File: config.mk
export PLATFORM = sky130hd
export DESIGN_NAME = gpio_responder
export DESIGN_NICKNAME = d
export VERILOG_FILES = /design/src/rtl/gpio_pkg.sv /design/src/rtl/gpio_sync.sv /design/src/rtl/gpio_responder.sv
export SDC_FILE = /design/constraint.sdc
export NUM_CORES = 1
export LEC_CHECK = 0
export BUFFER_PORTS_ARGS = -buffer_cell sky130_fd_sc_hd__buf_2
export CAP_MARGIN = 30
export CORE_MARGIN = 2
export CORE_UTILIZATION = 51
export CTS_CLUSTER_SIZE = 10
export DETAILED_ROUTE_END_ITERATION = 8
export GPL_TIMING_DRIVEN = 0
export PLACE_DENSITY = 0.8
export SLEW_MARGIN = 25
export SYNTH_ARGS = -nofsm -noshare
export SYNTH_HDL_FRONTEND = slang
export SYNTH_SLANG_ARGS = --single-unit
export TNS_END_PERCENT = 5
File: constraint.sdc
create_clock -name clk -period 3.6 [get_ports clk]
set_input_delay 0.9 -clock clk [delete_from_list [all_inputs] [get_ports clk]]
set_output_delay 0.9 -clock clk [all_outputs]
set_load 0.1 [all_outputs]
File: src/rtl/gpio_pkg.sv
`default_nettype none
// ============================================================================
//  Module   : gpio_pkg
//  Purpose  : Shared register-window constants for the GPIO responder.
//  Revision : 1.0 - initial release
// ============================================================================
package gpio_pkg;

  localparam int IDX_W        = 3;
  localparam int WINDOW_BYTES = 32;
  localparam int ADDR_LSB     = $clog2(WINDOW_BYTES);

  localparam logic [ADDR_LSB-1:0] OFF_DATA_OUT   = 5'h00;
  localparam logic [ADDR_LSB-1:0] OFF_DIR        = 5'h04;
  localparam logic [ADDR_LSB-1:0] OFF_DATA_IN    = 5'h08;
  localparam logic [ADDR_LSB-1:0] OFF_IRQ_EN     = 5'h0C;
  localparam logic [ADDR_LSB-1:0] OFF_RISE_EN    = 5'h10;
  localparam logic [ADDR_LSB-1:0] OFF_FALL_EN    = 5'h14;
  localparam logic [ADDR_LSB-1:0] OFF_IRQ_STATUS = 5'h18;
  localparam logic [ADDR_LSB-1:0] OFF_TOGGLE     = 5'h1C;

  // Word index of each register, as decoded from A[4:2].
  localparam logic [IDX_W-1:0] IDX_DATA_OUT   = OFF_DATA_OUT[ADDR_LSB-1:2];
  localparam logic [IDX_W-1:0] IDX_DIR        = OFF_DIR[ADDR_LSB-1:2];
  localparam logic [IDX_W-1:0] IDX_DATA_IN    = OFF_DATA_IN[ADDR_LSB-1:2];
  localparam logic [IDX_W-1:0] IDX_IRQ_EN     = OFF_IRQ_EN[ADDR_LSB-1:2];
  localparam logic [IDX_W-1:0] IDX_RISE_EN    = OFF_RISE_EN[ADDR_LSB-1:2];
  localparam logic [IDX_W-1:0] IDX_FALL_EN    = OFF_FALL_EN[ADDR_LSB-1:2];
  localparam logic [IDX_W-1:0] IDX_IRQ_STATUS = OFF_IRQ_STATUS[ADDR_LSB-1:2];
  localparam logic [IDX_W-1:0] IDX_TOGGLE     = OFF_TOGGLE[ADDR_LSB-1:2];

  localparam logic [1:0] WARMUP_DONE = 2'd3;

endpackage
`default_nettype wire

File: src/rtl/gpio_sync.sv
`default_nettype none
// ============================================================================
//  Module   : gpio_sync
//  Purpose  : Two-flop input synchroniser with a history flop for edge detect.
//  Revision : 1.0 - initial release
// ============================================================================
module gpio_sync #(
  parameter int WIDTH = 8
) (
  input  logic             clk,
  input  logic             rst,
  input  logic [WIDTH-1:0] async_in,
  output logic [WIDTH-1:0] sync_out,
  output logic [WIDTH-1:0] rise,
  output logic [WIDTH-1:0] fall
);

  logic [WIDTH-1:0] r_sync1;
  logic [WIDTH-1:0] r_sync2;
  logic [WIDTH-1:0] r_prev;

  always_ff @(posedge clk or posedge rst) begin
    if (rst) begin
      r_sync1 <= '0;
      r_sync2 <= '0;
      r_prev  <= '0;
    end else begin
      r_sync1 <= async_in;
      r_sync2 <= r_sync1;
      r_prev  <= r_sync2;
    end
  end

  assign sync_out = r_sync2;
  assign rise     = r_sync2 & ~r_prev;
  assign fall     = ~r_sync2 & r_prev;

endmodule
`default_nettype wire

File: src/rtl/gpio_responder.sv
`default_nettype none
// ============================================================================
//  Module   : gpio_responder
//  Purpose  : Memory-mapped GPIO with direction, edge capture and level IRQ.
//  Revision : 1.0 - initial release
// ============================================================================
module gpio_responder
  import gpio_pkg::*;
#(
  parameter int          WIDTH     = 8,
  parameter logic [31:0] BASE_ADDR = 32'h0000_1000
) (
  input  logic             clk,
  input  logic             rst,
  input  logic             WE,
  input  logic [31:0]      A,
  input  logic [31:0]      WD,
  output logic [31:0]      RD,
  output logic             hit,
  input  logic [WIDTH-1:0] gpio_in,
  output logic [WIDTH-1:0] gpio_out,
  output logic [WIDTH-1:0] gpio_oe,
  output logic             irq
);

  logic [IDX_W-1:0] w_idx;
  logic             w_wr;
  logic [WIDTH-1:0] w_wd;
  logic [WIDTH-1:0] w_sync;
  logic [WIDTH-1:0] w_rise;
  logic [WIDTH-1:0] w_fall;
  logic [WIDTH-1:0] w_set;
  logic [WIDTH-1:0] w_clr;
  logic             w_capture;

  logic [1:0]       r_warm;
  logic [WIDTH-1:0] r_data_out;
  logic [WIDTH-1:0] r_dir;
  logic [WIDTH-1:0] r_irq_en;
  logic [WIDTH-1:0] r_rise_en;
  logic [WIDTH-1:0] r_fall_en;
  logic [WIDTH-1:0] r_irq_status;

  assign hit   = (A[31:ADDR_LSB] == BASE_ADDR[31:ADDR_LSB]);
  assign w_idx = A[ADDR_LSB-1:2];
  assign w_wr  = WE & hit;
  assign w_wd  = WD[WIDTH-1:0];

  logic w_unused_addr;
  assign w_unused_addr = ^A[1:0];

  if (WIDTH < 32) begin : g_wd_upper
    logic w_unused_wd;
    assign w_unused_wd = ^WD[31:WIDTH];
  end

  gpio_sync #(
    .WIDTH (WIDTH)
  ) u_sync (
    .clk      (clk),
    .rst      (rst),
    .async_in (gpio_in),
    .sync_out (w_sync),
    .rise     (w_rise),
    .fall     (w_fall)
  );

  // Edge history is meaningless until the synchroniser has filled after reset.
  always_ff @(posedge clk or posedge rst) begin
    if (rst) begin
      r_warm <= 2'd0;
    end else if (r_warm != WARMUP_DONE) begin
      r_warm <= r_warm + 2'd1;
    end
  end

  assign w_capture = (r_warm == WARMUP_DONE);
  assign w_set     = w_capture ? ((w_rise & r_rise_en) | (w_fall & r_fall_en)) : '0;
  assign w_clr     = (w_wr && (w_idx == IDX_IRQ_STATUS)) ? w_wd : '0;

  always_ff @(posedge clk or posedge rst) begin
    if (rst) begin
      r_data_out   <= '0;
      r_dir        <= '0;
      r_irq_en     <= '0;
      r_rise_en    <= '0;
      r_fall_en    <= '0;
      r_irq_status <= '0;
    end else begin
      r_irq_status <= (r_irq_status & ~w_clr) | w_set;
      if (w_wr) begin
        case (w_idx)
          IDX_DATA_OUT: r_data_out <= w_wd;
          IDX_DIR:      r_dir      <= w_wd;
          IDX_IRQ_EN:   r_irq_en   <= w_wd;
          IDX_RISE_EN:  r_rise_en  <= w_wd;
          IDX_FALL_EN:  r_fall_en  <= w_wd;
          IDX_TOGGLE:   r_data_out <= r_data_out ^ w_wd;
          default: ;
        endcase
      end
    end
  end

  always_comb begin
    RD = '0;
    if (hit) begin
      case (w_idx)
        IDX_DATA_OUT:   RD[WIDTH-1:0] = r_data_out;
        IDX_DIR:        RD[WIDTH-1:0] = r_dir;
        IDX_DATA_IN:    RD[WIDTH-1:0] = w_sync;
        IDX_IRQ_EN:     RD[WIDTH-1:0] = r_irq_en;
        IDX_RISE_EN:    RD[WIDTH-1:0] = r_rise_en;
        IDX_FALL_EN:    RD[WIDTH-1:0] = r_fall_en;
        IDX_IRQ_STATUS: RD[WIDTH-1:0] = r_irq_status;
        default:        RD = '0;
      endcase
    end
  end

  assign gpio_out = r_data_out;
  assign gpio_oe  = r_dir;
  assign irq      = |(r_irq_status & r_irq_en);

endmodule
`default_nettype wire

== After elaboration in Yosys (flattened, before gate mapping) ==
Cells that the tools add are included.
Word-level totals
  ROM bits: 0
  bits in registers: 74
  bits of input ports: 75
  bits in latches: 0
  memories kept: 0
  memory bits (writable): 0
Operators by class
  shift-type cells: 0
  $lt $le $gt $ge: 0
  reduce and logical (&&, ||, !) cells: 9
  mux-type cells: 5
  div/mod/pow operators: 0
  $mul: 0
  add/sub/neg operators: 1
  bitwise logic cells: 13
  eq/ne operators: 10
Operators with widths (count)
  one-hot mux 8 bit (7 select lines): 1
  bitwise AND 8 bit: 6
  equality test 27 x 8 -> 1 bit, second input constant: 1
  two-way mux 8 bit: 3
  inverter 8 bit: 3
  OR 8 bit: 2
  one-hot mux 8 bit (2 select lines): 1
  equality test 3 bit, second input constant: 4
  AND reduction 2 bit: 5
  OR reduction 8 bit: 1
  bitwise XOR 8 bit: 1
  equality test 3 x 2 -> 1 bit, second input constant: 2
  equality test 3 x 1 -> 1 bit, second input constant: 1
  zero test 3 bit: 1
  adder 2 x 1 -> 2 bit, second input constant: 1
  equality test 2 bit, second input constant: 1
  inequality test 2 bit, second input constant: 1
  nonzero test 2 bit: 1
  bitwise AND 1 bit: 1
  logical AND 1 bit: 1

== Longest topological paths before layout ==
Gate-level depths: netlist of run 1.
  depth in word-level cells: 7
  depth in mapped cells: 6
  mapped depth without buffers: 4

== Cells and area by module ==
A second synthesis of run 1 with hierarchy kept.
Second synthesis, totals
  cell total of the unflattened synthesis: 327
  area total of the unflattened synthesis: 3791.1 sq um
Modules (own cells, without submodules)
  gpio_responder: area an instance 3046.7 sq um, cells each 286, instances 1, sequential area each 1251.2 sq um
  gpio_sync: area an instance 744.5 sq um, cells each 41, instances 1, sequential area each 600.6 sq um

== Worst setup path before layout of run 1 ==
OpenSTA, ideal clock, no wires.
  kind: input to output
  start point: input A[22]
  end point: output RD[1]
  path buffers: 0
  setup slack: -1.569 ns
  stages on the path: 4
  data arrival time: 4.269 ns
  cell sequence: nor4_2 > nand3_4 > nor3_1 > a21boi_0
On the way
  longest elaborated chain between the ends: 2
RTL lines
  start: declaration: RTL line gpio_responder.sv:16  | input logic [31:0] A,
  equality test 27 x 8 -> 1 bit: RTL line gpio_responder.sv:44  | assign hit = (A[31:ADDR_LSB] == BASE_ADDR[31:ADDR_LSB]);
  two-way mux 8 bit: RTL line gpio_responder.sv:107  | if (hit) begin
  end: declaration: RTL line gpio_responder.sv:18  | output logic [31:0] RD,
No other way between the ends.

== Worst setup path after layout of run 1 ==
  start point: input A[4]
  end point: output RD[1]
On the way
  longest elaborated chain between the ends: 3
RTL lines
  equality test 3 bit, or another cell as far along: RTL line gpio_responder.sv:108  | case (w_idx)
  one-hot mux 8 bit (7 select lines) *: RTL line gpio_responder.sv:108
  two-way mux 8 bit *: RTL line gpio_responder.sv:107
Every way passes the cells marked *; elsewhere a longest branch is shown, timed or not.

==> results of run 1 <==
metal layers:
metal	share of wire, %	up-vias	wire, um	global-route usage [%]
met5	0	-	0	0
met4	1.7	0	157	6.44
met3	8.1	18	770	6.64
met2	51	158	4810	41.2
met1	39	1468	3730	29.4
li1	-	1352	-	-
report_power, final:
part	total [mW]	internal, mW	switching (mW)
registers	0.852	0.844	0.00792
clock network	0.663	0.357	0.306
logic	0.268	0.0729	0.195
sequential cells by signal, indices dropped and copies added, names as in the netlist:
register and cells:
gpio_out 8, u_sync.sync_out 8, u_sync.r_prev 8, r_irq_status 8, r_fall_en 8, r_rise_en 8
r_warm 2, r_irq_en 8, gpio_oe 8, u_sync.r_sync1 8
logic make-up (layout without fill, tap and decap cells):
kind of cell	Yosys count	in the layout	share of synthesized area, %
DFF	74	74	47.9
other	1	24	0.0970
muxes	47	47	15.1
adders and majority gates	1	1	0.323
and+or+nand+nor	67	67	14.7
xor gates and xnor gates	9	9	2.04
buffers and inverters	47	140	6.96
AOI/OAI and AO/OA	71	71	12.9
worst paths after layout:
check                                   from                  to  slack (ns)  cells past startpoint
max in group asynchronous                rst          gpio_oe[5]        2.48                      3
max reg2reg                        r_warm[0]           r_warm[1]        2.09                      3
min                        u_sync.r_sync1[1]  u_sync.sync_out[1]        0.35                      0
min reg2reg                u_sync.r_sync1[1]  u_sync.sync_out[1]        0.35                      0
max                                     A[4]               RD[1]        0.07                      6
min in group asynchronous                rst     r_irq_status[1]        0.56                      2
per-stage QoR:
stage	hold WS, ns	util (%)	std cells
detailed placement	0.336	61.4	513
CTS	0.353	64.7	531
global placement	0.332	61.0	512
floorplan	0.331	-	340
finish	0.351	64.8	532
global route	0.362	64.8	532
timing repair:
| item | CTS | global route |
|---|---|---|
| setup endpoints to repair | 8 | 6 |
| buffers inserted | 2 | 0 |
| endpoints found under the hold margin | 0 | 0 |
| resized for setup | 8 | 2 |
| pin swaps | 1 | 0 |
layout make-up:
cell class              instances  area, um2  area share, %
plain buffers                  35        233           4.93
clock buffers                  12        155           3.28
clock inverters                 4       50.0           1.06
inverters                      12       47.5           1.01
multi-input cells             219       1850           39.2
flip-flops and latches         74       1850           39.2
well taps                      99        124           2.62
repair buffers                 77        413           8.74
worst max-delay path, delay by kind of cell:
family | cells | cell delay, ns
AOI/OAI and AO/OA | 2 | 0.39
buffers and inverters | 4 | 1.34
synth_stat cells, types with 3 or more instances:
cell type,number
and3_1,3
nor2b_1,4
o41ai_1,8
nor3_1,5
mux2_4,8
buf_4,24
mux4_2,3
nor4b_4,3
nor2_1,4
nand3b_1,16
o22ai_1,3
o211a_1,3
o21ai_0,24
o21a_1,3
xnor2_1,9
inv_1,12
a2bb2oi_1,10
nand2_1,14
mux2_2,29
dfrtp_1,74
mux2i_1,7
o211ai_1,3
nor4_4,6
a22oi_1,10
clkbuf_1,6
buf_1,3
==> reports/results.ini, run 1 <==
[layout]
drive_gt1_share_pct=41.6
area_delta_synth_final_pct=22.2
layout.nets=504
fin_area_um2=4720
mostFrequentLayoutCells=dfrtp_1, buf_2, buf_4
n_fill_cell=573
layout_commonest_cell=dfrtp_1
diodes=0

[synth]
ys_seq_area_share_pct=47.9
synth_top_cell_area_share_pct=47.9
synth_cells=317
synthTopCellsByArea=dfrtp_1, mux2_2, buf_4, nor4_4, o21ai_0
synth_edf_count=0
yosysWarnings=0
yosysTopAreaCell=dfrtp_1
synth_seq_cells=74
synth_ff_type=dfrtp_1
synthArstFlopShare_pct=100
ys_types=42
syn_avg_cell_area_um2=12.2
syn-cell-area_um2=3870

[critical_path]
startpoint_type=primary input
slowest_stage=clkbuf_1
critPathMaxStageDelay_ns=0.52
crit_fanout=10
cp_cell_sequence=buf_2 > clkbuf_1 > clkbuf_1 > a22oi_1 > a21boi_2 > buf_4
crit_type=in2out
critPathArrivalTime_ns=2.63
cp_common_cell=clkbuf_1
endpoint_kind=output pin
critical_path_required_ns=2.70

[die]
die_area_um2=8300
initial_utilization_pct=53.0
rows=31
die_h_um=91.1
core_area_um2=7290
num_io_pins=125
die_x_um=91.1

[clocking]
clock-sinks=74
cts.root.buffer_cell=clkbuf_8
hold_buffers=0
clk_pin_slew_ns=0.07
clock_latency_ns=0.35
cts_tree=yes
numCtsBuffers=9
cts_buffer_depth=2
h-tree-depth=3

[timing]
finClkSkew_ns=0.00656
finalMaxSlewViolations=0
fin_ws_ns=0.0685
hold_viol=0
slew_headroom_pct=33.7
setup_viol=0
fin_crit_ns=3.53
setup_tns_ns=0
fmax_mhz=283
post-route-period-util_pct=98.1
tightest_slew_ns=0.987
rsz0062_at_grt=yes

[route]
drtAntennaViolNets=0
drt-pass1-iter-count=5
vias=2996
wl_per_cell_um=17.8
wl_um=9470
drt_iter0_drc=291
vias_per_cell=5.63
drc_errors=0

[pwr]
ir_drop_v=0.000309
p_leak_nw=2.32
power.total_mw=1.78
power_density_nw_per_um2=377

[place]
dpl_cell_area_um2=4470
place_ws_ns=-0.340
dp_hpwl_um=6490
routabilityCongestion=0.852
io_buffers=73

[global_routing]
grt_overflow=0
grt_pass1_wl_um=15300
grt.total_usage_pct=23.9
grt_max_degree=39
grt_pass1_vias=3040
antenna_found_initial=0

[flow_run]
maxCapViolCount=0

[hold_path]
hp-class=reg2reg

[outcome]
outcome=complete, no violations

Note: power is estimated with default switching activity, not from simulation.
==> inputs of run 2 (changes only) <==
ABC_AREA = 1   (was not set)
CTS_CLUSTER_DIAMETER = 120   (was not set)
PLACE_DENSITY = 0.81   (was 0.8)
==> reports/results.ini, run 2 <==
[outcome]
outcome=complete, no violations

[critical_path]
critPathMaxStageDelay_ns=0.42  ; -0.10 ns
critical_path_required_ns=2.70  ; about the same
reg2regPathDepth=3  ; unchanged
cp_common_cell=nand2_1
worstReg2RegEnd=r_warm[1]
endpoint_kind=output pin
slowest_stage=buf_2
crit_family=simple AND/OR/NAND/NOR gates
cp_cell_sequence=buf_2 > nor2_1 > nand2_1 > nor2_1 > nand2_2 > nor2_8 > nand2_1 > inv_1 > nand2_1 > inv_1 > buf_2
crit_buf_inv=4  ; unchanged
r2r_slack_ns=2.16  ; +0.07 ns
critPathArrivalTime_ns=2.54  ; -0.09 ns
crit_fanout=7  ; -3
reg2reg_from=r_warm[0]
crit_type=in2out
startpoint_type=primary input

[die]
rows=31  ; unchanged
die_x_um=89.7  ; -1.5%
core_area_um2=7180  ; -1.6%
num_io_pins=125  ; unchanged
die_area_um2=8040  ; -3.1%
die_h_um=89.7  ; -1.5%
initial_utilization_pct=52.2  ; -0.87 points

[pwr]
switchingPower_uw=524  ; +3.2%
power.share.sequential_pct=50.7  ; +2.9 points
power.total_mw=1.68  ; -6.0%
ir_drop_v=0.000212  ; -31%
p_clk_share_pct=35.1  ; -2.1 points
power_density_nw_per_um2=371  ; -1.8%
p_leak_nw=2.34  ; +0.99%
netSwitchingFraction_pct=31.3  ; +2.8 points
pwr-share-comb_pct=14.2  ; -0.8 points
p_int_mw=1.15  ; -9.7%

[synth]
ys_types=29  ; -31%
synthArstFlopShare_pct=100  ; unchanged
ys_top_cells_by_count=nand2_1, dfrtp_1, inv_1, buf_4, nor2_1
yosysWarnings=0  ; unchanged
syn-cell-area_um2=3740  ; -3.2%
synth_edf_count=0  ; unchanged
synth_seq_cells=74  ; unchanged
post-synth-top-count-cell=nand2_1
syn_avg_cell_area_um2=8.67  ; -29%
synth_ff_type=dfrtp_1
synthTopCellsByArea=dfrtp_1, nand2_1, buf_4, inv_1, o21ai_1
yosysTopAreaCell=dfrtp_1
synth_top_cell_area_share_pct=49.5  ; +1.6 points
synth_cells=432  ; +36%
ys_seq_area_share_pct=49.5  ; +1.6 points

[global_routing]
grt.total_usage_pct=23.4  ; -0.44 points
grt_pass1_vias=2943  ; -3.2%
grt_overflow=0  ; unchanged
grt_max_degree=39  ; unchanged
grt_pass1_wl_um=13900  ; -9.2%
antenna_found_initial=0  ; unchanged

[place]
dpl_cell_area_um2=4340  ; -3.0%
io_buffers=72  ; -1.4%
routabilityCongestion=0.887  ; +4.1%
dp_hpwl_um=6790  ; +4.6%

[route]
wl_per_cell_um=13.7  ; -23%
drt-pass1-iter-count=5  ; unchanged
vias=3218  ; +7.4%
vias_per_cell=5.00  ; -11%
drtAntennaViolNets=0  ; unchanged
drc_errors=0  ; unchanged
drt_iter0_drc=359  ; +23%
wl_um=8800  ; -7.0%

[timing]
fin_crit_ns=3.44  ; -0.0890 ns
post-route-period-util_pct=95.6  ; -2.5 points
slew_headroom_pct=65.1  ; +31 points
tightest_slew_ns=0.524  ; -0.464 ns
fmax_mhz=290  ; +2.6%
finClkSkew_ns=0.00803  ; +0.00147 ns
finalMaxSlewViolations=0  ; unchanged
setup_viol=0  ; unchanged
setup_tns_ns=0  ; unchanged
rsz0062_at_grt=no
hold_viol=0  ; unchanged

[layout]
layout.nets=615  ; +22%
fin_area_um2=4520  ; -4.3%
diodes=0  ; unchanged
drive_gt1_share_pct=27.8  ; -14 points
layout_commonest_cell=nand2_1
mostFrequentLayoutCells=nand2_1, dfrtp_1, buf_2
area_delta_synth_final_pct=20.8

[hold_path]
hp-class=reg2reg
whs_path_depth=0  ; unchanged
holdPathEnd=u_sync.sync_out[6]
min_from=u_sync.r_sync1[6]

[clocking]
h-tree-depth=3  ; unchanged
clk_pin_slew_ns=0.08  ; about the same
clock_latency_ns=0.36  ; about the same
numCtsBuffers=9  ; unchanged
cts_buffer_depth=2  ; unchanged
clock-sinks=74  ; unchanged
hold_buffers=0  ; unchanged
cts_tree=yes
cts.root.buffer_cell=clkbuf_8

[flow_run]
maxCapViolCount=0  ; unchanged

## run 2: stage by stage
step,cells,util [%],hold WS [ns],setup WS (ns)
after floorplan,455,-,0.331,-0.452
after global placement,626,60.2,0.331,-0.0195
after detailed placement,627,60.5,0.335,0.111
after CTS,643,62.9,0.354,0.0927
after global routing,643,63.0,0.360,0.0392
final,643,63.0,0.353,0.157
## run 2: power groups by stage
| stage | Combinational [mW] | Sequential [mW] | Clock, mW |
|---|---|---|---|
| after CTS | 0.237 | 0.850 | 0.599 |
| after detailed placement | 0.237 | 0.866 | 0 |
| final | 0.238 | 0.850 | 0.588 |
| after global placement | 0.231 | 0.865 | 0 |
| after global routing | 0.257 | 0.851 | 0.641 |
| after floorplan | 0.185 | 0.865 | 0 |
## run 2: final cells by class
cell class | count | area [um2]
plain buffers | 36 | 280
clock buffers | 9 | 124
repair buffers | 73 | 385
clock inverters | 7 | 51.3
fillers | 607 | 2660
well taps | 99 | 124
multi-input cells | 296 | 1520
inverters | 49 | 186
flip-flops and latches | 74 | 1850
## run 2: kinds of logic (layout without fill, tap and decap cells)
group / Yosys count / after routing / synth area share [%]
compound gates: 80 / 80 / 12.9
xor+xnor: 9 / 9 / 2.11
fa+ha+maj: 1 / 1 / 0.334
buf+inv: 85 / 174 / 12.4
flops: 74 / 74 / 49.5
mux: 1 / 1 / 0.301
other cells: 1 / 24 / 0.100
simple gates: 181 / 181 / 22.4
## run 2: how the worst max path moves through the flow
stage               from          to  cells after the start
detailed placement  A[8]       RD[4]                     11
CTS                 A[8]       RD[4]                     11
global route        A[8]       RD[5]                     11
global placement     rst  gpio_oe[1]                      2
finish              A[8]       RD[5]                     11
floorplan           A[2]       RD[0]                      9
## run 2: metal layers
metal  global-route usage, %  up-vias  wire (um)
met4                    11.9        0        262
met1                    28.1     1441       3620
met5                       0        -          0
li1                        -     1570          -
met3                    6.49       26        769
met2                    38.6      181       4160
## run 2: timing repair
action / 4_1_cts / 5_1_grt
gates resized for setup: 0 / 2
setup endpoints to repair: 0 / 2
buffers inserted: 0 / 0
==> inputs of run 3 (changes only) <==
==> constraint.sdc (replaced) <==
create_clock -name clk -period 3.6 [get_ports clk]
set_input_delay 0.36 -clock clk [delete_from_list [all_inputs] [get_ports clk]]
set_output_delay 0.36 -clock clk [all_outputs]
set_load 0.1 [all_outputs]
==> reports/results.ini, run 3 (same netlist as run 2, synthesis figures left out) <==
[timing]
fin_crit_ns=2.37  ; -1.07 ns
post-route-period-util_pct=65.8  ; -30 points
finalMaxSlewViolations=0  ; unchanged
setup_viol=0  ; unchanged
setup_tns_ns=0  ; unchanged
fin_ws_ns=1.23  ; +1.07 ns
hold_viol=0  ; unchanged
finClkSkew_ns=0.0103  ; +0.00226 ns
tightest_slew_ns=0.517  ; -0.00661 ns
fmax_mhz=422  ; +45%
rsz0062_at_grt=no
slew_headroom_pct=65.5  ; +0.44 points

[pwr]
p_leak_nw=2.39  ; +2.1%
power_density_nw_per_um2=410  ; +11%
ir_drop_v=0.000168  ; -21%

[die]
initial_utilization_pct=52.2  ; unchanged
rows=31  ; unchanged
die_area_um2=8040  ; unchanged
die_h_um=89.7  ; unchanged
core_area_um2=7180  ; unchanged
die_x_um=89.7  ; unchanged
num_io_pins=125  ; unchanged

[critical_path]
cp_cell_sequence=buf_2 > buf_4 > nand3_1 > inv_1 > buf_4 > nand2_1 > nand2_1 > nor2_1 > a21oi_1 > buf_2
slowest_stage=buf_2
startpoint_type=primary input
endpoint_kind=output pin
critPathArrivalTime_ns=2.01  ; -0.53 ns
critPathMaxStageDelay_ns=0.46  ; +0.04 ns
crit_fanout=10  ; +3
r2r_slack_ns=2.16  ; about the same
crit_type=in2out
critical_path_required_ns=3.24  ; +0.54 ns

[layout]
fin_area_um2=4600  ; +1.9%
layout.nets=616  ; +0.16%
layout_commonest_cell=nand2_1
area_delta_synth_final_pct=23.0
drive_gt1_share_pct=27.4  ; -0.37 points
diodes=0  ; unchanged
mostFrequentLayoutCells=nand2_1, buf_2, dfrtp_1

[place]
io_buffers=72  ; unchanged
dp_hpwl_um=6790  ; about the same
routabilityCongestion=0.871  ; -1.8%
place_ws_ns=1.26  ; +1.14 ns
dpl_cell_area_um2=4340  ; about the same

[route]
drt_iter0_drc=353  ; -1.7%
drt-pass1-iter-count=5  ; unchanged
vias=3266  ; +1.5%
drc_errors=0  ; unchanged
wl_um=8920  ; +1.3%
drtAntennaViolNets=0  ; unchanged
vias_per_cell=5.08  ; +1.5%
wl_per_cell_um=13.9  ; +1.3%

[hold_path]
hp-class=in2reg

[global_routing]
grt_pass1_wl_um=13700  ; -1.2%
top_usage_layer=met2
grt_max_degree=49  ; +26%
antenna_found_initial=0  ; unchanged
grt_overflow=0  ; unchanged
use_met1_pct=27.6  ; -0.58 points
use_met3_pct=4.75  ; -1.7 points
grt.total_usage_pct=22.9  ; -0.51 points
grt_pass1_vias=2965  ; +0.75%
met2_usage_pct=39.2  ; +0.67 points

[flow_run]
maxCapViolCount=0  ; unchanged

[clocking]
cts_tree=yes
clock-sinks=74  ; unchanged
numCtsBuffers=9  ; unchanged
cts_buffer_depth=2  ; unchanged
clk_pin_slew_ns=0.07  ; about the same
cts.root.buffer_cell=clkbuf_8
clock_latency_ns=0.35  ; about the same
h-tree-depth=3  ; unchanged
hold_buffers=1  ; +1
ctsResizeCount=0  ; unchanged
cts_setup_buffers=0  ; unchanged

[outcome]
outcome=complete, no violations

## run 3: changes by cell type in the layout (fill, tap and decap cells not counted)
cell,change
bufinv_16,+3
inv_6,-3
buf_2,+2
clkbuf_4,-2
clkbuf_8,+2
clkinv_2,-2
clkinvlp_4,-2
a21oi_1,+1
a21oi_2,-1
buf_12,-1
buf_16,+1
clkinv_4,+1
dlygate4sd3_1,+1
## run 3: report_power, final
part	internal (mW)	leakage, nW	switching (mW)	total (mW)
clock	0.496	0.126	0.299	0.795
combinational	0.0543	1.34	0.187	0.241
sequential	0.844	0.926	0.00552	0.850
total	1.39	2.39	0.492	1.89
## run 3: area by class of cell
| cell class | instances | area (um2) |
|---|---|---|
| fillers | 575 | 2570 |
| plain buffers | 36 | 280 |
| multi-input cells | 296 | 1510 |
| repair buffers | 74 | 398 |
| inverters | 49 | 186 |
| clock inverters | 4 | 98.8 |
| clock buffers | 11 | 151 |
| flip-flops and latches | 74 | 1850 |
| well taps | 99 | 124 |
## run 3: worst max-delay path: cells and delay by family
family,cells,cell delay [ns]
simple gates,4,0.34
compound gates,1,0.18
buf+inv,5,1.13
## run 3: stage by stage
stage / cells / hold slack, ns / utilization, % / power (mW)
finish: 643 / 0.121 / 64.2 / 1.89
global route: 643 / 0.0963 / 64.2 / 1.96
CTS: 643 / 0.104 / 64.2 / 1.90
detailed placement: 627 / 0.336 / 60.5 / 1.10
global placement: 626 / 0.332 / 60.1 / 1.10
floorplan: 455 / 0.331 / - / 1.05
## run 3: routing by layer
| layer | vias up | part of all wire, % |
|---|---|---|
| li1 | 1559 | - |
| met1 | 1494 | 40 |
| met2 | 191 | 49 |
| met3 | 22 | 9.1 |
| met4 | 0 | 2.3 |
| met5 | - | 0 |
## run 3: path summary, 6_finish.rpt
kind / startpoint / cells after the start / to
worst min register to register: u_sync.r_sync1[4] / 0 / u_sync.sync_out[4]
worst max-delay path: A[3] / 10 / RD[3]
min in group asynchronous: rst / 3 / r_irq_status[6]
max in group asynchronous: rst / 4 / r_irq_en[1]
worst min-delay path: gpio_in[0] / 1 / u_sync.r_sync1[0]
worst max register to register: r_warm[0] / 3 / r_warm[1]
